===== src/rtl/seg_scan_capture_if.sv =====
// Frame delivery bus for seg_scan_capture: one decoded scan frame per
// valid/ready transfer.
interface seg_scan_capture_if #(
  parameter int NDIG = 4
);
  logic                frame_valid;
  logic                frame_ready;
  logic [4*NDIG-1:0]   digits;
  logic [NDIG-1:0]     blank_mask;
  logic [NDIG-1:0]     err_mask;
  logic                overrun;

  modport master (
    output frame_valid, digits, blank_mask, err_mask, overrun,
    input  frame_ready
  );

  modport slave (
    input  frame_valid, digits, blank_mask, err_mask, overrun,
    output frame_ready
  );
endinterface


===== src/rtl/seg_scan_capture.sv =====
// Recovers BCD digits from a multiplexed active-low seven-segment bus and
// delivers each complete scan frame over a valid/ready handshake.
module seg_scan_capture #(
  parameter int NDIG          = 4,
  parameter int STABLE_CYCLES = 8,
  parameter int CNT_W         = 4
) (
  input  logic              clk,
  input  logic              reset,
  input  logic [6:0]        seg_n,
  input  logic [NDIG-1:0]   an_n,
  seg_scan_capture_if.master frame
);

  localparam int IW = (NDIG > 1) ? $clog2(NDIG) : 1;
  localparam logic [CNT_W-1:0] STABLE_C = CNT_W'(STABLE_CYCLES);
  localparam logic [CNT_W-1:0] ONE_C    = CNT_W'(1);

  typedef enum logic [1:0] {HUNT, SETTLE, HELD} state_t;

  state_t            r_state, w_state_next;
  logic [6:0]        r_seg_m, r_seg_s;
  logic [NDIG-1:0]   r_an_m, r_an_s;
  logic [NDIG+6:0]   r_prev;
  logic [NDIG+6:0]   w_pair;
  logic [CNT_W-1:0]  r_cnt, w_cnt_next;
  logic              w_capture, w_restart, w_same, w_legal;
  logic [IW-1:0]     w_slot;
  int unsigned       w_zeros;
  logic [5:0]        w_dec;

  logic [4*NDIG-1:0] r_sh_dig;
  logic [NDIG-1:0]   r_sh_blank, r_sh_err, r_captured, w_slot_bit;
  logic              w_offer, r_pending;

  // Returns {err, blank, nibble} for one active-low segment pattern.
  function automatic logic [5:0] decode(input logic [6:0] s);
    case (s)
      7'b0000001: decode = 6'b00_0000;
      7'b1001111: decode = 6'b00_0001;
      7'b0010010: decode = 6'b00_0010;
      7'b0000110: decode = 6'b00_0011;
      7'b1001100: decode = 6'b00_0100;
      7'b0100100: decode = 6'b00_0101;
      7'b0100000: decode = 6'b00_0110;
      7'b0001111: decode = 6'b00_0111;
      7'b0000000: decode = 6'b00_1000;
      7'b0000100: decode = 6'b00_1001;
      7'b1111111: decode = 6'b01_1111;
      default:    decode = 6'b10_1110;
    endcase
  endfunction

  assign w_pair  = {r_an_s, r_seg_s};
  assign w_same  = (w_pair == r_prev);
  assign w_dec   = decode(r_seg_s);
  assign w_offer = &r_captured;

  always_comb begin
    w_zeros    = 0;
    w_slot     = '0;
    w_slot_bit = '0;
    for (int i = 0; i < NDIG; i++) begin
      if (!r_an_s[i]) begin
        w_zeros = w_zeros + 1;
        w_slot  = IW'(i);
      end
    end
    w_legal = (w_zeros == 1);
    w_slot_bit[w_slot] = 1'b1;
  end

  // Any new legal sample starts a fresh run of length one.
  always_comb begin
    w_state_next = r_state;
    w_cnt_next   = r_cnt;
    w_capture    = 1'b0;
    w_restart    = 1'b0;
    case (r_state)
      HUNT: w_restart = 1'b1;
      SETTLE: begin
        if (w_same && w_legal) begin
          w_cnt_next = r_cnt + ONE_C;
          if (w_cnt_next == STABLE_C) begin
            w_capture    = 1'b1;
            w_state_next = HELD;
          end
        end else begin
          w_restart = 1'b1;
        end
      end
      HELD: if (!(w_same && w_legal)) w_restart = 1'b1;
      default: w_state_next = HUNT;
    endcase
    if (w_restart) begin
      if (w_legal) begin
        w_cnt_next = ONE_C;
        if (STABLE_C == ONE_C) begin
          w_capture    = 1'b1;
          w_state_next = HELD;
        end else begin
          w_state_next = SETTLE;
        end
      end else begin
        w_cnt_next   = '0;
        w_state_next = HUNT;
      end
    end
  end

  always_ff @(posedge clk) begin
    if (!reset) begin
      r_seg_m <= '1;
      r_seg_s <= '1;
      r_an_m  <= '1;
      r_an_s  <= '1;
      r_prev  <= '1;
      r_state <= HUNT;
      r_cnt   <= '0;
    end else begin
      r_seg_m <= seg_n;
      r_seg_s <= r_seg_m;
      r_an_m  <= an_n;
      r_an_s  <= r_an_m;
      r_prev  <= w_pair;
      r_state <= w_state_next;
      r_cnt   <= w_cnt_next;
    end
  end

  always_ff @(posedge clk) begin
    if (!reset) begin
      r_sh_dig   <= '1;
      r_sh_blank <= '1;
      r_sh_err   <= '0;
      r_captured <= '0;
    end else begin
      r_captured <= (w_offer ? '0 : r_captured) | (w_capture ? w_slot_bit : '0);
      if (w_capture) begin
        r_sh_dig[4*w_slot +: 4] <= w_dec[3:0];
        r_sh_blank[w_slot]      <= w_dec[4];
        r_sh_err[w_slot]        <= w_dec[5];
      end
    end
  end

  // A completed frame loads only when the output slot is free or being drained.
  always_ff @(posedge clk) begin
    if (!reset) begin
      frame.frame_valid <= 1'b0;
      frame.digits      <= '1;
      frame.blank_mask  <= '1;
      frame.err_mask    <= '0;
      frame.overrun     <= 1'b0;
      r_pending         <= 1'b0;
    end else if (w_offer) begin
      if (!frame.frame_valid || frame.frame_ready) begin
        frame.frame_valid <= 1'b1;
        frame.digits      <= r_sh_dig;
        frame.blank_mask  <= r_sh_blank;
        frame.err_mask    <= r_sh_err;
        frame.overrun     <= r_pending;
        r_pending         <= 1'b0;
      end else begin
        r_pending <= 1'b1;
      end
    end else if (frame.frame_valid && frame.frame_ready) begin
      frame.frame_valid <= 1'b0;
    end
  end

endmodule


===== src/flat_wrapper.sv =====
// flat-port wrapper written by rule: the top's interface ports become plain ports
module seg_scan_capture_flat 
#(
  parameter int NDIG          = 4,
  parameter int STABLE_CYCLES = 8,
  parameter int CNT_W         = 4
)
  (clk, reset, seg_n, an_n, frame_frame_valid, frame_digits, frame_blank_mask, frame_err_mask, frame_overrun, frame_frame_ready);
  seg_scan_capture_if #(.NDIG(NDIG)) frame_i ();
  input  logic clk;
  input  logic reset;
  input  logic [6:0] seg_n;
  input  logic [NDIG-1:0] an_n;
  output wire logic [$bits(frame_i.frame_valid)-1:0] frame_frame_valid;
  output wire logic [$bits(frame_i.digits)-1:0] frame_digits;
  output wire logic [$bits(frame_i.blank_mask)-1:0] frame_blank_mask;
  output wire logic [$bits(frame_i.err_mask)-1:0] frame_err_mask;
  output wire logic [$bits(frame_i.overrun)-1:0] frame_overrun;
  input wire logic [$bits(frame_i.frame_ready)-1:0] frame_frame_ready;
  assign frame_frame_valid = frame_i.frame_valid;
  assign frame_digits = frame_i.digits;
  assign frame_blank_mask = frame_i.blank_mask;
  assign frame_err_mask = frame_i.err_mask;
  assign frame_overrun = frame_i.overrun;
  assign frame_i.frame_ready = frame_frame_ready;
  seg_scan_capture #(.NDIG(NDIG), .STABLE_CYCLES(STABLE_CYCLES), .CNT_W(CNT_W)) u_core (.clk(clk), .reset(reset), .seg_n(seg_n), .an_n(an_n), .frame(frame_i));
endmodule

===== config.mk =====
export PLATFORM = sky130hd
export DESIGN_NAME = seg_scan_capture_flat
export DESIGN_NICKNAME = d
export VERILOG_FILES = /design/src/rtl/seg_scan_capture_if.sv /design/src/rtl/seg_scan_capture.sv /design/src/flat_wrapper.sv
export SDC_FILE = /design/constraint.sdc
export NUM_CORES = 1
export LEC_CHECK = 0
export ABC_AREA = 1
export BUFFER_PORTS_ARGS = -buffer_cell sky130_fd_sc_hd__buf_2
export CAP_MARGIN = 20
export CORE_AREA = 5 5 97 99
export CTS_CLUSTER_SIZE = 10
export DETAILED_ROUTE_END_ITERATION = 10
export DIE_AREA = 0 0 102 104
export SLEW_MARGIN = 5
export SYNTH_ARGS = -nofsm -noshare
export SYNTH_HDL_FRONTEND = slang
export SYNTH_SLANG_ARGS = --single-unit
export TNS_END_PERCENT = 1

===== constraint.sdc =====
create_clock -name clk -period 4.5 [get_ports clk]
set_input_delay 0.9 -clock clk [delete_from_list [all_inputs] [get_ports clk]]
set_output_delay 0.9 -clock clk [all_outputs]
set_load 0.1 [all_outputs]

==> results.md, run 1 <==
Placed design:
- Input and output buffers added on the ports amount to 39.
- Summed over all nets, the half-perimeter wirelength after detailed placement is between 5 and 6 mm.
- The congestion estimate from routability-driven global placement came to 0.795.
- The placed cell area is between 0.004 and 0.005 mm2.

Yosys:
- The simple-gate share of the synthesized area is 31.8%.
- The combinational family with the most area after synthesis is simple AND/OR/NAND/NOR gates.
- The post-synthesis mux area share is 0%.
- The synthesized design spends more area on one cell type than any other, namely dfxtp_1.
- Yosys mapped the design onto 28 distinct sky130hd cell types.
- Yosys printed 0 warnings.
- Counting every net in the synthesized netlist gives 512.
- Summing the areas of all fa, ha and maj instances in the mapped netlist gives ~2.7% of the synthesized area.
- The synthesized netlist devotes 6.66% of its cell area to compound gates.
- After synthesis, the mean cell area works out to 7.63 um2.
- The sequential area share after synthesis is 50.4%.
- By area the synthesized netlist is led by dfxtp_1, nand2_1, nand3_1, inv_1, or2_2.
- The synthesized netlist devotes 1.17% of its cell area to XOR and XNOR gates.
- The top cell type's share of synthesized area is roughly half.
- After synthesis the netlist holds a flip-flop and latch count of 94.
- The mapped netlist covers 0.00374 mm2.
- After technology mapping, the gate count stands at 490.

Route:
- In this run the remaining antenna-violating nets after routing total 0.
- The routed design has between 7 and 8 mm of wire.
- Using the TritonRoute via totals, the vias-per-cell ratio works out to 4.69.
- The final routed wire length divided by cell count is 11.4 um.
- The total via count in the routed design is about 3000.
- The number of DRC violations after detailed-routing iteration 0 is 127.
- The remaining design rule violation count is 0.
- For this run, the detailed router's first-pass iteration total came to 4.

Cells and area:
- At the end of the flow the core is filled with cells to between 40% and 50%.
- The area growth from synthesis to layout is 12.8%.
- The repair_antennas step left the layout with diodes totalling 0.
- The ratio of cells with drive above 1 in the final layout is 18.1%.
- The total number of nets in the final design is approximately 550.
- With fillers left out, the area of the finished cells amounts to 0.00422 mm2.

Floorplan:
- For this design the top-level I/O count stands at 40.
- The die covers 0.0106 mm2.
- The die extent in y is 104 um.
- The die width is 102 um.
- The initialized floorplan defines 34 standard-cell rows.
- The initial utilization of the core area, before any placement, comes to 44.1%.
- The floorplan step defined a core boundary enclosing 0.00847 mm2.

Clock network:
- The buffer levels on the longest clock path is 2.
- Clock-pin slew was measured on the worst setup and hold paths at approximately 90 ps.
- The clock reaches the later pin of the worst-skew pair after 360 ps.
- TritonCTS created 9 clock buffers.
- The cell sitting at the root of the clock tree is a clkbuf_8.
- The buffers inserted during post-CTS setup optimization is 0.
- Counting every sink on the clock net gives between 90 and 100.
- TritonCTS built the clock tree.
- The number of gates resized after CTS was 0.
- For this design, the CTS-stage hold fixing added 0 buffers.
- The H-tree generated during clock tree synthesis spans 3 levels.

Min path:
- In this run the worst hold path is classified as register to register.
- Counting instances, the worst hold path has a depth of 1.

GRT:
- The total routing usage reported by global routing is between 10% and 20%.
- The via count of the first global-routing pass is ~2700.
- Global routing finished with a remaining overflow of 0.
- The number of antenna violations at the first check in global routing is 0.
- Entering global routing, the biggest net connects 54 pins.
- The wire length of the first global-routing pass is 12.2 mm.

Critical path:
- STA puts the critical path data required time at 4790 ps.
- The data arrival time of the critical path is 3040 ps.
- Along the worst path, the maximum fanout reaches 11.
- STA classifies the critical path endpoint as a register.
- The type of the worst setup path is register to register.
- The setup check on the worst reg-to-reg path leaves a slack of 1750 ps.
- The worst setup path is launched from a register.
- For the worst flop-to-flop path, the logic depth is 18.

Power:
- The worst-case vdd ir drop is 0.000167 V.
- Total power for the finished layout comes to 1.48 mW.
- The total power divided by cell area is 352 mW/mm2.
- The reported leakage power is 2.12 nW.

Timing:
- Across the routed clock network, the largest skew measured is 12.7 ps.
- For the pin with the worst max-slew slack, the measured transition is 768 ps.
- The number of endpoints failing setup at the final stage is 0.
- The max-slew violation count is 0.
- The remaining max-slew budget at the tightest pin is 48.7%.
- The aggregate negative setup slack is 0 ps.
- The number of hold violations in the final report is 0.
- Of the available clock period, the critical path in the final layout requires 61.2%.
- Setup repair after global routing left no endpoint under its margin.
- The fmax is 363 MHz.
- The final critical-path required period is approximately 2800 ps.

Status:
- The run finished with clean final reports.

Job:
- Across the run, the number of max-cap violations was 0.
## synthesized netlist by cell type, drive strengths merged
library cell / count
nand2: 154
dfxtp: 94
inv: 52
nand3: 44
nor2: 36
or2: 22
a21oi: 20
o21ai: 16
clkbuf: 15
ha: 8
nand4: 8
o211ai: 6
nor3: 4
buf: 3
xnor2: 3
xor2: 2
a211oi: 1
nor4: 1
o21bai: 1
## final timing paths
path	start	end
min	u_core.r_seg_m[4]$_SDFF_PN1_	u_core.r_seg_s[4]$_SDFF_PN1_
max	u_core.r_an_s[1]$_SDFF_PN1_	u_core.r_sh_err[2]$_SDFFE_PN0P_
min reg2reg	u_core.r_seg_m[4]$_SDFF_PN1_	u_core.r_seg_s[4]$_SDFF_PN1_
max reg2reg	u_core.r_an_s[1]$_SDFF_PN1_	u_core.r_sh_err[2]$_SDFFE_PN0P_
## power breakdown
part	internal (mW)	switching, mW	leakage (nW)
clock network	0.221	0.297	0.0901
logic	0.0382	0.0689	1.27
registers	0.847	0.0110	0.766
total	1.11	0.377	2.12
## sequential cells by signal (all words and copies together), names as in the netlist, 7 cells and up
name / cells
u_core.r_seg_s: 7
u_core.frame.digits: 16
u_core.r_sh_dig: 16
u_core.r_seg_m: 7
u_core.r_prev: 11
## cell usage in the layout (no fill, tap or decap), types with 8 or more instances in the layout
master,Yosys,layout
inv_1,46,46
nand2_1,149,149
a21oi_1,20,20
nor2_1,32,32
buf_2,2,39
dfxtp_1,94,94
or2_2,22,22
nand4_1,8,8
o21ai_0,8,8
clkbuf_8,0,10
nand3_1,44,44
ha_1,8,8
## metrics by stage
stage	cells	worst slack (ps)	hold WS (ps)
final	638	1750	411
after global routing	638	1410	420
after CTS	638	1730	415
after detailed placement	622	1780	398
after global placement	621	1860	396
after floorplan	490	2140	393
## layer usage
metal / routed length [um] / global-route usage, %
met3: 335 / 2.75
met1: 3680 / 19.5
met5: 0 / 0
met4: 155 / 6.47
met2: 3130 / 21.7
## final cells by class
type | instances | area (um2)
Clock buffer | 11 | 141
Clock inverter | 5 | 42.5
Fill cell | 850 | 4250
Inverter | 52 | 195
Multi-Input combinational cell | 326 | 1580
Sequential cell | 94 | 1880
Tap cell | 108 | 135
Timing Repair Buffer | 42 | 238
## logic make-up (layout without fill, tap and decap cells)
family,count (synthesis),after routing
AO/OA/AOI/OAI,44,44
XOR/XNOR,5,5
adder cells (fa/ha/maj),8,8
buffers and inverters,70,110
flip-flops,94,94
AND/OR/NAND/NOR,269,269
## worst max-delay path, cell delays in order, from the launching register on
cell	delay [ps]
dfxtp_1	380
inv_1	90
ha_1	310
inv_1	60
nand2_1	50
nand2_2	90
inv_1	50
ha_1	280
nor2_1	80
nand2_1	80
o21ai_2	70
nand2_1	100
nor2_2	120
inv_2	60
nor2_4	110
nand4_1	360
inv_1	230
nand2_1	70
a21oi_1	110
Note: power is estimated with default switching activity, not from simulation.
==> run 2: changes to the inputs <==
--- a/config.mk
+++ b/config.mk
@@ -12,6 +12,7 @@
 export CTS_CLUSTER_SIZE = 10
 export DETAILED_ROUTE_END_ITERATION = 10
 export DIE_AREA = 0 0 102 104
+export PLACE_DENSITY = 0.66
 export SLEW_MARGIN = 5
 export SYNTH_ARGS = -nofsm -noshare
 export SYNTH_HDL_FRONTEND = slang
==> constraint.sdc (replaced) <==
create_clock -name clk -period 2.4 [get_ports clk]
set_input_delay 0.48 -clock clk [delete_from_list [all_inputs] [get_ports clk]]
set_output_delay 0.48 -clock clk [all_outputs]
set_load 0.1 [all_outputs]
==> run 2 against run 1 <==
First-iteration DRC count grew 13%. Final cell count grew 1.6%. Clock power grew 130%. Die area is the same. Maximum frequency grew 19%. Worst hold slack lost 120 ps. Critical path depth grew 1. Combinational power grew 96%. Final area grew 3.9%. Setup slack lost 1700 ps. Global-route usage grew 0.068 points. Sequential share of layout area shrank 1.6 points.
==> results.md, run 2 (synthesized netlist as in run 1, its figures left out) <==
Status:
- The run finished with clean final reports.

Cells and area:
- The sequential cell area in the final layout is about 0.0019 mm2.
- Counting the fill cells in the layout gives 812.
- The multi-input combinational cells in the finished layout cover a total of around 0.0016 mm2.
- Leaving out fill and tap cells, the most frequent cells in the layout are nand2_1, dfxtp_1, nand3_1.
- The repair_antennas step left the layout with diodes totalling 0.
- After the last flow step, the layout net total stands at 557.
- The largest registers in the layout are u_core.frame.digits (16), u_core.r_sh_dig (16), u_core.r_prev (11).
- Compared with the post-synthesis result, the final layout area differs by 17.3%.
- Leaving out fill and tap cells, the most frequent cell in the layout is nand2_1.
- The ratio of cells with drive above 1 in the final layout is 23.1%.

GRT:
- The via count of the first global-routing pass is 2849.
- Entering global routing, the biggest net connects 37 pins.
- The number of antenna violations at the first check in global routing is 0.
- The total routing usage reported by global routing is ~14%.
- The first global-routing pass estimated 12.4 mm of wire.
- For this run the aggregate overflow at the end of global routing stands at 0.

Timing:
- The worst-margin pin slew is slightly above 700 ps.
- The largest clock skew in the final design is 12.6 ps.
- The number of hold violations in the final report was 0.
- The remaining max-slew budget at the tightest pin is 52.4%.
- Setup repair after global routing could not meet its margin everywhere.
- The aggregate negative setup slack is 0 ps.
- The max-slew violation count is 0.
- Hold is met by 290 ps.
- The final critical-path required period is 2310 ps.
- The fmax is 432 MHz.
- The number of endpoints failing setup at the final stage is 0.
- The part of the cycle the worst path needs is 96.4%.

Floorplan:
- The initial core utilization is roughly 44%.
- The row count is 34.
- The floorplan step set the die width to 102 um.
- The area enclosed by the die boundary is 0.0106 mm2.
- The number of top-level pins is 40.
- The die extent in y is around 100 um.
- The core region is 0.00847 mm2.

Min path:
- The min-delay analysis places its worst path in the category input pin to register.

Route:
- The first TritonRoute pass finished after 5 iterations.
- The final wirelength is 7.28 mm.
- After the first detailed-routing iteration, the DRC count stood at 144.
- The via density per instance is 4.78.
- The final route contains 3098 vias.
- The final routed wire length divided by cell count is 11.2 um.
- The final antenna-violating net count is 0.
- The remaining design rule violation count is 0.

Critical path:
- Data on the critical path is required at its endpoint by 2640 ps.
- The type of the worst setup path is register to register.
- For the worst setup path, the data arrival time is 2550 ps.
- Along the worst path, the maximum fanout reaches 9.
- The kind of end point of the critical path is a register.
- The worst setup path is launched from a register.

Clock network:
- In this run, CTS created clock tree buffers numbering 9.
- The clock root buffer is clkbuf_8.
- The clock transition at the registers of the reported paths is 100 ps.
- The count of hold buffers inserted by post-cts repair is 0.
- The clock sink total is between 90 and 100.
- The clock passes through at most 2 buffers.
- The clock tree from TritonCTS is done.
- The depth of the CTS H-tree is 3.
- The insertion delay of the later-clocked pin in the worst-skew pair is 370 ps.

Placed design:
- The congestion estimate from routability-driven global placement came to 0.854.
- The count of input and output buffers is 39.
- Detailed placement ended at an HPWL of 5.30 mm.

Job:
- The tool flagged a number of max-cap violations equal to 0.

Power:
- Summed over all cells, the static leakage comes to 2.19 nW.
- The total power divided by cell area is 686 mW/mm2.
- The worst-case vdd ir drop is 0.000329 V.
run 2: cell count changes in the layout (fill, tap and decap cells not counted), sizes merged:
cell    change
buf        +10
clkinv      -1
bufinv      +2
inv         +1
clkbuf      -2
run 2: per-layer routing:
| layer | track usage [%] | routed length (um) | vias to the layer above |
|---|---|---|---|
| met5 | 0 | 0 | - |
| met3 | 3.76 | 408 | 13 |
| met2 | 23.9 | 3380 | 65 |
| met1 | 17.5 | 3360 | 1386 |
| li1 | - | - | 1634 |
| met4 | 5.62 | 129 | 0 |
run 2: per-stage QoR:
step	util [%]	instances	cell area, um2	setup slack, ps	power, mW
3_5_place_dp	48.2	631	4080	-96.9	1.85
4_1_cts	51.2	647	4330	20.7	3.03
3_3_place_gp	48.2	631	4080	32.1	1.85
2_1_floorplan	-	490	3740	40.1	1.79
5_1_grt	51.8	648	4380	-122	3.13
6_report	51.8	648	4380	86.9	3.00
run 2: path summary, 6_finish.rpt:
kind	startpoint	endpoint	slack, ps	depth (start not counted)
worst min-delay path	an_n[3]	u_core.r_an_m[3]$_SDFF_PN1_	290	2
worst max register to register	u_core.r_an_s[1]$_SDFF_PN1_	u_core.r_sh_dig[0]$_SDFFE_PN1P_	90	19
worst max-delay path	u_core.r_an_s[1]$_SDFF_PN1_	u_core.r_sh_dig[0]$_SDFFE_PN1P_	90	19
worst min register to register	u_core.r_seg_m[3]$_SDFF_PN1_	u_core.r_seg_s[3]$_SDFF_PN1_	420	1
run 2: final cells by class:
| cell class | instances | area share (%) |
|---|---|---|
| Sequential cell | 94 | 43.0 |
| Multi-Input combinational cell | 326 | 37.3 |
| Timing Repair Buffer | 52 | 6.85 |
| Inverter | 52 | 4.57 |
| Tap cell | 108 | 3.08 |
| Clock buffer | 9 | 2.83 |
| Clock inverter | 7 | 2.40 |
run 2: report_power, final:
part	internal [mW]	switching [mW]	total, mW	leakage (nW)
Clock	0.601	0.584	1.18	0.112
Combinational	0.0787	0.131	0.210	1.31
Sequential	1.59	0.0206	1.61	0.765
Total	2.27	0.736	3.00	2.19
run 2: what timing repair did:
item / in CTS / in global routing
pin swaps: 1 / 7
resized for setup: 6 / 18
setup endpoints to repair: 28 / 30
buffers inserted: 0 / 1
run 2: worst max-delay path, stage by stage (launching register included):
cell and delay, ps:
dfxtp_2 340, inv_2 50, ha_4 240, inv_2 40, nand2_1 50, nand2_2 70, inv_1 40, ha_1 260
nor2_1 100, nand2_1 70, o21ai_2 70, nand2_2 70, nor2_2 90, inv_2 60, nor2_4 130, nand2_4 80
nor2_4 150, inv_4 80, a21oi_2 110, o21ai_1 60
==> run 3: changes to the inputs <==
--- a/config.mk
+++ b/config.mk
@@ -5,13 +5,12 @@
 export SDC_FILE = /design/constraint.sdc
 export NUM_CORES = 1
 export LEC_CHECK = 0
-export ABC_AREA = 1
 export BUFFER_PORTS_ARGS = -buffer_cell sky130_fd_sc_hd__buf_2
 export CAP_MARGIN = 20
-export CORE_AREA = 5 5 97 99
+export CORE_AREA = 5 5 98 100
 export CTS_CLUSTER_SIZE = 10
 export DETAILED_ROUTE_END_ITERATION = 10
-export DIE_AREA = 0 0 102 104
+export DIE_AREA = 0 0 103 105
 export PLACE_DENSITY = 0.66
 export SLEW_MARGIN = 5
 export SYNTH_ARGS = -nofsm -noshare
==> run 3 against run 2 <==
The run now ends with negative setup slack left. Utilization rose by 4.0 points. Total power fell by 0.39%. Highest routed layer unchanged. Via count fell by 2.8%. Critical endpoint is now u_core.r_cnt[2]$_SDFFE_PN0P_. Final cell count fell by 8.8%. Count of clock-buffer cells in the layout did not move. Final area rose by 9.4%. Wire length rose by 10%. Sequential power barely moved. Combinational power rose by 47%. Maximum frequency fell by 4.8%.
==> results.md, run 3 <==
Status:
- The flow ran to the end, but the final reports show violations.
- The final reports fail on negative setup slack.

Floorplan:
- The row count is 34.
- In this run the horizontal extent of the chip is 103 um.
- The area of the core region is 0.00859 mm2.
- For this configuration, the core starts out at a cell density of between 40 and 50%.
- The die extent in y is 105 um.
- The number of top-level pins is 40.
- The die covers between 0.01 and 0.015 mm2.

Yosys:
- The prevailing post-synth register cell is dfxtp_1.
- In the post-synthesis netlist, the biggest area contributors are dfxtp_1, nand2_1, mux2i_1, nand2b_1, nand3_1.
- The simple-gate share of the synthesized area is 27.9%.
- By count the netlist is led by dfxtp_1, nand2_1, nand2b_1.
- Of all flip-flops after synthesis, the portion carrying an async set or reset was 0%.
- The adder-cell share of the synthesized area is 2.60%.
- The per-instance average area after synthesis is 9.34 um2.
- In this run, synthesis inferred 0 flip-flops with an integrated enable.
- The top cell type's share of synthesized area is about half.
- After Yosys synthesis, XOR and XNOR cells account for under 10% of the synthesized area.
- The largest area contributor in the synthesized netlist is dfxtp_1.
- The number of nets in the synthesized netlist is 435.
- The number of different library cells in the post-synthesis netlist is 47.
- The synthesized instance count is 413.
- By instance count, the leading cell after synthesis is dfxtp_1.
- After synthesis, the largest family of logic cells by area is simple AND/OR/NAND/NOR gates.
- Synthesis inferred 94 register bits.
- The sequential area share after synthesis is 48.8%.
- The total standard cell area after synthesis is 0.00386 mm2.
- The complex-gate fraction of the synthesized area is 6.07%.
- The post-synthesis mux area share is 7.01%.
- Yosys printed 0 warnings.

Clock network:
- The CTS buffer count is 9.
- For this design, the sink count on the clock tree is 94.
- The clock passes through at most 2 buffers.
- Clock latency on the worst-skew pair, taken at its later pin, is 370 ps.
- Buffers inserted to repair hold after CTS numbered 0.
- The clock root buffer is clkbuf_8.
- After clock tree synthesis, the clock-pin slew on the worst setup and hold paths is around 100 ps.
- The depth of the CTS H-tree is 3.
- TritonCTS built the clock tree.

GRT:
- The remaining global-route overflow is 0.
- The total routing usage reported by global routing is 15.4%.
- The largest net degree at the start of global routing is 78.
- The first global-routing pass estimated ~14 mm of wire.
- The via count of the first global-routing pass was 2943.
- The number of antenna violations at the first check in global routing is 0.

Route:
- The via density per instance is 5.10.
- The final routed wire length divided by cell count is ~14 um.
- The number of DRC violations after detailed-routing iteration 0 is 123.
- The final wirelength is 8.02 mm.
- The routed layout has 3012 vias.
- The remaining design rule violation count is 0.
- The detailed-routing iteration count for the pre-antenna-repair pass is 4.
- In this run the remaining antenna-violating nets after routing total 0.

Critical path:
- The largest single stage delay on the critical path is approximately 360 ps.
- For the worst setup path, the data required time is 2690 ps.
- The worst register-to-register path has a depth of 11.
- In this run the critical register-to-register path is captured at u_core.r_cnt[2]$_SDFFE_PN0P_.
- The worst setup path is launched from a register.
- The critical path goes through inv_2 -> ha_4 -> xnor2_4 -> ha_4 -> nor3_4 -> a32oi_4 -> buf_4 -> buf_4 -> o41ai_4 -> nand4_1 -> o211ai_1.
- The data arrival time of the critical path is 2720 ps.
- In this run the worst path has a maximum fanout of 5.
- The number of buffers and inverters on the critical path is 3.
- The critical path is of the register to register type.
- The slowest stage of the critical path belongs to the cell dfxtp_2.
- The startpoint of the lowest-slack register-to-register path is u_core.r_an_s[1]$_SDFF_PN1_.
- The beginning of the critical path is u_core.r_an_s[1]$_SDFF_PN1_.
- For flop-to-flop paths, the worst setup slack is -30 ps.
- In this design, the largest share of critical-path delay is due to compound AO/OA/AOI/OAI gates.
- The worst setup path is captured at a register.

Power:
- The share of total power dissipated in the clock network is roughly 36%.
- Overall power consumption after layout is estimated at 2.99 mW.
- The reported leakage power is 1.91 nW.
- The total power divided by cell area is 624 mW/mm2.
- The worst-case vdd ir drop is 0.000318 V.
- Internal power comes to 2.22 mW.
- Sequential cells account for a little over half of the total power.
- The share of total power consumed by net switching is 25.7%.
- The power dissipated by switching net loads is 0.768 mW.
- Combinational logic is responsible for 10.3% of the overall power.

Cells and area:
- In the final layout, the multi-input gates occupy 0.00196 mm2.
- The top cell types in the final layout, fill and taps aside, are dfxtp_1, nand2_1, buf_2.
- Once layout is complete, the cells apart from fillers number 591.
- The filler cells instantiated in the layout total between 700 and 800.
- In the final layout, the share of cells above drive strength 1 is 26.3%.
- The antenna diode count is 0.
- The sequential cell area in the final layout is 0.00189 mm2.
- The most common library cell in the layout ignoring fill and taps is dfxtp_1.
- The largest registers in the layout are u_core.frame.digits (16), u_core.r_sh_dig (16), u_core.r_prev (11).
- The net count of the finished layout is 500.
- The area growth from synthesis to layout is 24.3%.

Min path:
- Counting instances, the worst hold path has a depth of 2.
- The path class of the lowest-slack min-delay path is input pin to register.
- The capture endpoint of the worst hold path is u_core.r_an_m[2]$_SDFF_PN1_.
- The startpoint of the lowest-slack hold path is an_n[2].

Placed design:
- The number of cells in the design after placement is 565.
- Timing analysis after detailed placement gives a worst setup slack of -265 ps.
- At the end of routability-driven placement, the weighted congestion stood at 0.759.
- The count of input and output buffers is 39.
- The estimated wirelength of the detail-placed design is 5.21 mm.

Job:
- The number of max-capacitance violations reported is 0.

Timing:
- Setup violations remaining at the end of the flow were counted as 6.
- The final critical-path required period is 2430 ps.
- The number of hold violations in the final report is 0.
- Headroom to the max-slew limit came out at a little under half.
- Setup repair after global routing could not meet its margin everywhere.
- The max-slew violation count is 0.
- The worst-margin pin slew is ~800 ps.
- The fmax is 412 MHz.
- After layout, the worst setup slack is -30.1 ps.
- The clock arrives with 18.2 ps of skew.
- The part of the cycle the worst path needs is 101%.
-- run 3: cells by family after synthesis --
family | Yosys count
AND/OR/NAND/NOR | 198
AO/OA/AOI/OAI | 35
multiplexers | 27
adder cells (fa/ha/maj) | 8
buffers and inverters | 36
flip-flops | 94
XOR/XNOR | 15
-- run 3: layer usage --
layer / GRT usage [%] / up-vias / share of wire, %
li1: - / 1524 / -
met1: 20.4 / 1415 / 46
met2: 24.4 / 57 / 48
met3: 3.46 / 16 / 4.2
met4: 5.46 / 0 / 1.7
met5: 0 / - / 0
-- run 3: worst register-to-register path: cells and delay by family, from the launching register on --
kind / cells / cell delay, ps
XOR/XNOR: 1 / 190
AND/OR/NAND/NOR: 2 / 370
buffers and inverters: 3 / 380
adder cells (fa/ha/maj): 2 / 490
flip-flops: 1 / 360
AO/OA/AOI/OAI: 3 / 610
-- run 3: what timing repair did --
| item | 4_1_cts | 5_1_grt |
|---|---|---|
| resized for setup | 7 | 20 |
| endpoints found under the setup margin | 26 | 29 |
| hold endpoints to repair | 0 | 0 |
| pin swaps | 3 | 14 |
| setup buffers | 1 | 9 |
| gates cloned | 0 | 0 |
-- run 3: area by class of cell --
class	instances	share of cell area (%)
multi-input combinational	283	40.9
sequential	94	39.4
timing repair buffer	80	11.8
tap	108	2.82
clock buffer	9	2.58
clock inverter	7	1.67
inverter	10	0.783
-- run 3: through the flow --
stage / hold WS (ps) / area, um2 / utilization (%) / TNS [ps]
finish: 298 / 4790 / 55.8 / -72.1
global route: 293 / 4790 / 55.8 / -2390
CTS: 288 / 4640 / 54.0 / 0
detailed placement: 391 / 4390 / 51.1 / -3220
global placement: 394 / 4390 / 51.1 / -1310
floorplan: 386 / 3910 / - / 0
-- run 3: power by group through the flow --
| stage | logic, mW | registers [mW] | clock network, mW |
|---|---|---|---|
| 4_1_cts | 0.267 | 1.60 | 1.10 |
| 6_report | 0.309 | 1.60 | 1.08 |
| 2_1_floorplan | 0.184 | 1.63 | 0 |
| 3_5_place_dp | 0.256 | 1.64 | 0 |
| 3_3_place_gp | 0.249 | 1.64 | 0 |
| 5_1_grt | 0.340 | 1.61 | 1.18 |
-- run 3: how the worst max path moves through the flow --
stage | end | slack (ps) | depth (start not counted)
6_report | u_core.r_cnt[2]$_SDFFE_PN0P_ | -30 | 11
2_1_floorplan | u_core.r_cnt[3]$_SDFFE_PN0P_ | 4 | 10
3_5_place_dp | u_core.r_cnt[2]$_SDFFE_PN0P_ | -260 | 11
4_1_cts | u_core.r_sh_blank[1]$_SDFFE_PN1P_ | 4 | 11
5_1_grt | u_core.r_sh_dig[0]$_SDFFE_PN1P_ | -160 | 11
3_3_place_gp | u_core.r_sh_dig[8]$_SDFFE_PN1P_ | -170 | 9
